===== src/rtl/serial_adder_if.sv =====
// Handshake and operand/result bundle for the bit-serial adder/subtractor.
// The master issues requests; the slave (serial_adder) returns results and status.
interface serial_adder_if #(
    parameter int WIDTH = 8
);
    logic             start;
    logic             sub;
    logic             cin;
    logic [WIDTH-1:0] a;
    logic [WIDTH-1:0] b;
    logic [WIDTH-1:0] s;
    logic             cout;
    logic             ovf;
    logic             busy;
    logic             done;

    modport master (
        output start, sub, cin, a, b,
        input  s, cout, ovf, busy, done
    );

    modport slave (
        input  start, sub, cin, a, b,
        output s, cout, ovf, busy, done
    );
endinterface


===== src/rtl/serial_adder.sv =====
// Bit-serial adder/subtractor: one full-adder cell, one operand bit per clock,
// LSB first, with start/busy/done handshake and carry/overflow flags.
module serial_adder #(
    parameter int WIDTH = 8
) (
    input  logic                clk,
    input  logic                rst,
    serial_adder_if.slave       bus
);
    localparam int CNT_W = $clog2(WIDTH);

    typedef enum logic [1:0] {
        IDLE = 2'd0,
        RUN  = 2'd1,
        DONE = 2'd2
    } state_t;

    state_t           state, state_next;
    logic [WIDTH-1:0] a_sh, b_sh, r_sh;
    logic             carry;
    logic [CNT_W-1:0] cnt;
    logic [WIDTH-1:0] s_q;
    logic             cout_q, ovf_q;

    logic sum, c_next, last_bit, accept;

    assign sum      = a_sh[0] ^ b_sh[0] ^ carry;
    assign c_next   = (a_sh[0] & b_sh[0]) | (a_sh[0] & carry) | (b_sh[0] & carry);
    assign last_bit = (cnt == CNT_W'(WIDTH - 1));
    assign accept   = (state == IDLE) && bus.start;

    // NOTE: sequential state uses non-blocking assignments so every register
    // samples the pre-edge values of the others, independent of block order.
    always_ff @(posedge clk or posedge rst) begin
        if (rst) state <= IDLE;
        else     state <= state_next;
    end

    // NOTE: next_state gets its default before the case so no path leaves it
    // unassigned, which would otherwise infer a latch.
    always_comb begin
        state_next = state;
        unique case (state)
            IDLE:    if (bus.start) state_next = RUN;
            RUN:     if (last_bit)  state_next = DONE;
            DONE:    state_next = IDLE;
            default: state_next = IDLE;
        endcase
    end

    always_ff @(posedge clk or posedge rst) begin
        if (rst) begin
            a_sh   <= '0;
            b_sh   <= '0;
            r_sh   <= '0;
            carry  <= 1'b0;
            cnt    <= '0;
            s_q    <= '0;
            cout_q <= 1'b0;
            ovf_q  <= 1'b0;
        end else if (accept) begin
            // Subtraction is a + ~b + 1: invert b once here and seed the carry.
            a_sh  <= bus.a;
            b_sh  <= bus.sub ? ~bus.b : bus.b;
            carry <= bus.sub ? 1'b1 : bus.cin;
            r_sh  <= '0;
            cnt   <= '0;
        end else if (state == RUN) begin
            a_sh  <= a_sh >> 1;
            b_sh  <= b_sh >> 1;
            r_sh  <= {sum, r_sh[WIDTH-1:1]};
            carry <= c_next;
            cnt   <= cnt + 1'b1;
            if (last_bit) begin
                // On the MSB cycle 'carry' is the carry into the MSB.
                s_q    <= {sum, r_sh[WIDTH-1:1]};
                cout_q <= c_next;
                ovf_q  <= carry ^ c_next;
            end
        end
    end

    assign bus.s    = s_q;
    assign bus.cout = cout_q;
    assign bus.ovf  = ovf_q;
    assign bus.busy = (state != IDLE);
    assign bus.done = (state == DONE);
endmodule


===== src/flat_wrapper.sv =====
// flat-port wrapper written by rule: the top's interface ports become plain ports
module serial_adder_flat 
#(
    parameter int WIDTH = 8
)
  (clk, rst, bus_start, bus_sub, bus_cin, bus_a, bus_b, bus_s, bus_cout, bus_ovf, bus_busy, bus_done);
  serial_adder_if #(.WIDTH(WIDTH)) bus_i ();
  input  logic clk;
  input  logic rst;
  input wire logic [$bits(bus_i.start)-1:0] bus_start;
  input wire logic [$bits(bus_i.sub)-1:0] bus_sub;
  input wire logic [$bits(bus_i.cin)-1:0] bus_cin;
  input wire logic [$bits(bus_i.a)-1:0] bus_a;
  input wire logic [$bits(bus_i.b)-1:0] bus_b;
  output wire logic [$bits(bus_i.s)-1:0] bus_s;
  output wire logic [$bits(bus_i.cout)-1:0] bus_cout;
  output wire logic [$bits(bus_i.ovf)-1:0] bus_ovf;
  output wire logic [$bits(bus_i.busy)-1:0] bus_busy;
  output wire logic [$bits(bus_i.done)-1:0] bus_done;
  assign bus_i.start = bus_start;
  assign bus_i.sub = bus_sub;
  assign bus_i.cin = bus_cin;
  assign bus_i.a = bus_a;
  assign bus_i.b = bus_b;
  assign bus_s = bus_i.s;
  assign bus_cout = bus_i.cout;
  assign bus_ovf = bus_i.ovf;
  assign bus_busy = bus_i.busy;
  assign bus_done = bus_i.done;
  serial_adder #(.WIDTH(WIDTH)) u_core (.clk(clk), .rst(rst), .bus(bus_i));
endmodule

===== config.mk =====
export PLATFORM = sky130hd
export DESIGN_NAME = serial_adder_flat
export DESIGN_NICKNAME = d
export VERILOG_FILES = /design/src/rtl/serial_adder_if.sv /design/src/rtl/serial_adder.sv /design/src/flat_wrapper.sv
export SDC_FILE = /design/constraint.sdc
export NUM_CORES = 1
export LEC_CHECK = 0
export ABC_AREA = 1
export BUFFER_PORTS_ARGS = -buffer_cell sky130_fd_sc_hd__buf_2
export CORE_ASPECT_RATIO = 1.25
export CORE_MARGIN = 2
export CORE_UTILIZATION = 50
export CTS_CLUSTER_SIZE = 12
export DETAILED_ROUTE_END_ITERATION = 16
export GPL_TIMING_DRIVEN = 0
export PLACE_DENSITY = 0.73
export SYNTH_ARGS = -nofsm -noshare
export SYNTH_HDL_FRONTEND = slang
export SYNTH_SLANG_ARGS = --single-unit

===== constraint.sdc =====
create_clock -name clk -period 1.9 [get_ports clk]
set_clock_uncertainty 0.15 [all_clocks]
set_input_delay 0.095 -clock clk [delete_from_list [all_inputs] [get_ports clk]]
set_output_delay 0.095 -clock clk [all_outputs]
set_load 0.03 [all_outputs]

==> run summary <==
switching share of power: 0.399
Ys Warns: 0
sequential share of power: 0.406
leakage: 1.25 nW
Initial Utilization: 0.523
Die Area: 4150 sq um
CTS tree: yes
Most Frequent Cell on Critical Path: ha_1
clock sink count: 39
DRT Wirelength: 3.55 mm
CP Launch Type: register
layout cells sized above 1: 0.225
DRT antenna net count: 0
initial antenna violation count: 0
critical path's largest stage delay: 0.41 ns
# setup viols final: 0
cts repair resizes: 0
synthesis-stage register bit count: 39
Clock power frac: 0.199
GR Overflow Total: 0
worst vdd ir: 0.00105 V
DIE HEIGHT: 71.5 microns
Die W: 58.0 microns
Gate power share: 0.395
kind of end point of the critical path: register
crit path capture: u_core.bus.s[6]$_DFFE_PP0P_
syn_area_per_cell: 8.44 sq um
Non-Filler Instances: 310
# Post-CTS Setup Buffers: 0
CP max-delay cell: dfrtp_1
CP Max Fanout: 10
status: finished clean
Rel. slew slack: 0.467
post-synthesis sequential area ratio: 0.535
gr usage total: 0.198
library cells used by synthesis: 19
final net count: 294
vias in the first global route: 1,452
crit share post-route: 0.786
final hold vios: 0
CTS buffer count: 5
reg-to-reg startpoint: u_core.cnt[0]$_DFFE_PP0P_
final slew viol count: 0
via density per instance: 4.83
largest net degree at the start of global routing: 40
Boundary Pins: 33
FF-to-FF End: u_core.bus.s[6]$_DFFE_PP0P_
Pwr Density: 1490 nW/um^2
setup TNS: 0 ns
ant diodes: 0
Final Power: 3.43 mW
Syn Inst Count: 216
Iter 0 DRT Violations: 50
Syn-to-layout area delta: 26.1%
CTS Root Cell: clkbuf_8
clock slew at reported path FFs: 0.08 ns
Core ar.: 3480 sq um
Worst R2R Setup Slack: 0.41 ns
Sw Pwr: 1.37 mW
dpl ws: 0.429 ns
Post-Syn Area: 1820 sq um
Mapped Nets: 240
port bufs: 31
FF-to-FF path depth: 6
RSZ-0062 raised after global routing: false
first-pass GRT wire length: 6.24 mm
detailed-placement wirelength estimate: 2.37 mm
Hold WC Path Type: in2reg
hold_buf cts: 16
routed vias: 1,496
remaining routing DRC violations: 0
f_max: 670 MHz
Max Buffers Root-to-Sink: 2
num rows: 24
wire length per cell: 11.5 microns
minimum clock period after layout: 1.49 ns
Placer Congestion: 0.755
final worst setup slack: 0.407 ns
# H-tree levels: 2
DR pass1 iterations: 4
worst-skew pair later-pin latency: 0.29 ns
Int Pwr: 2.06 mW
Crit. Startpoint: u_core.cnt[0]$_DFFE_PP0P_
Arrival @ worst endpoint: 1.57 ns
CP Cell Sequence: ha_1, ha_1, nand2_4, buf_6, nand2_1, o21ai_2
Worst Tran Pin Value: 0.798 ns
worst setup path category: reg2reg
maximum capacitance violations: 0
Placed Instances: 286
CP Data Required Time: 1.98 ns
[worst max-delay path, delay by kind of cell (launching register included)]
family | cells | cell delay, ns
buffers and inverters | 1 | 0.17
AO/OA/AOI/OAI | 1 | 0.05
adder cells (fa/ha/maj) | 2 | 0.43
flip-flops | 1 | 0.41
AND/OR/NAND/NOR | 2 | 0.21
[per-stage QoR]
step,instance area (sq um),utilization,hold slack (ns)
after detailed placement,2030,0.582,0.145
after global routing,2300,0.660,0.0551
after floorplan,1820,-,0.0546
after global placement,2030,0.582,0.141
final,2300,0.660,0.0128
after CTS,2300,0.660,0.0166
[worst min-delay path by stage]
| stage | slack, ns | end | cells after the start | from |
|---|---|---|---|---|
| 2_1_floorplan | 0.05 | u_core.a_sh[7]$_DFFE_PP0P_ | 2 | bus_a[7] |
| 3_3_place_gp | 0.14 | u_core.a_sh[7]$_DFFE_PP0P_ | 3 | bus_a[7] |
| 3_5_place_dp | 0.15 | u_core.bus.s[4]$_DFFE_PP0P_ | 2 | rst |
| 4_1_cts | 0.02 | u_core.b_sh[4]$_DFFE_PP0P_ | 6 | bus_b[4] |
| 5_1_grt | 0.06 | u_core.b_sh[4]$_DFFE_PP0P_ | 6 | bus_b[4] |
| 6_report | 0.01 | u_core.b_sh[4]$_DFFE_PP0P_ | 6 | bus_b[4] |
[per-layer routing]
metal  GRT usage  vias to the layer above  part of all wire
met2       0.348                       30              0.52
met3      0.0505                        7             0.041
li1            -                      776                 -
met5           0                        -                 0
met1       0.229                      683              0.42
met4      0.0775                        0             0.019
[power by group through the flow]
| stage | Clock [mW] | Sequential, mW | Combinational (mW) |
|---|---|---|---|
| after floorplan | 0 | 1.58 | 0.827 |
| after global placement | 0 | 1.39 | 1.33 |
| after detailed placement | 0 | 1.41 | 1.34 |
| after CTS | 0.701 | 1.40 | 1.38 |
| after global routing | 0.733 | 1.44 | 1.54 |
| final | 0.684 | 1.39 | 1.36 |
[cell usage in the layout (no fill, tap or decap), drive strengths merged]
cell,count
clkbuf,5
dlygate4sd3,16
clkinv,2
inv,21
bufinv,1
dfrtp,39
nand3,16
o21ai,19
xnor2,2
fa,1
ha,2
nor2,3
buf,37
nand2,106
or2,1
[cell families after synthesis]
logic type	Yosys count	synth area share
AND/OR/NAND/NOR	126	0.290
flip-flops	39	0.535
XOR/XNOR	2	0.00961
buffers and inverters	27	0.0714
AO/OA/AOI/OAI	19	0.0686
adder cells (fa/ha/maj)	3	0.0247
[synth_stat cells]
master | instances | area share
nand3_1 | 16 | 0.044
ha_1 | 2 | 0.014
buf_2 | 2 | 0.0055
or2_2 | 1 | 0.0034
inv_1 | 19 | 0.039
nor2_4 | 1 | 0.0062
nand2_1 | 104 | 0.21
buf_4 | 1 | 0.0041
inv_2 | 2 | 0.0041
fa_1 | 1 | 0.011
nor2_1 | 1 | 0.0021
nand2_4 | 1 | 0.0062
buf_6 | 3 | 0.019
dfrtp_1 | 39 | 0.54
nand2_2 | 1 | 0.0034
nor2_8 | 1 | 0.011
xnor2_1 | 2 | 0.0096
o21ai_2 | 8 | 0.038
o21ai_0 | 11 | 0.030
[cell type report]
cell class | count | area [sq um]
flip-flops and latches | 39 | 976
clock buffers | 5 | 68.8
clock inverters | 3 | 43.8
inverters | 21 | 78.8
well taps | 39 | 48.8
plain buffers | 6 | 51.3
multi-input cells | 150 | 717
repair buffers | 47 | 315
fillers | 305 | 1180
[sequential cells by signal, summed over array words and instances (netlist names)]
name / flops
u_core.bus.ovf: 1
u_core.b_sh: 8
u_core.carry: 1
u_core.r_sh: 7
u_core.state: 2
u_core.bus.cout: 1
u_core.bus.s: 8
u_core.cnt: 3
u_core.a_sh: 8
No activity file was read; power rests on OpenSTA's default activity.
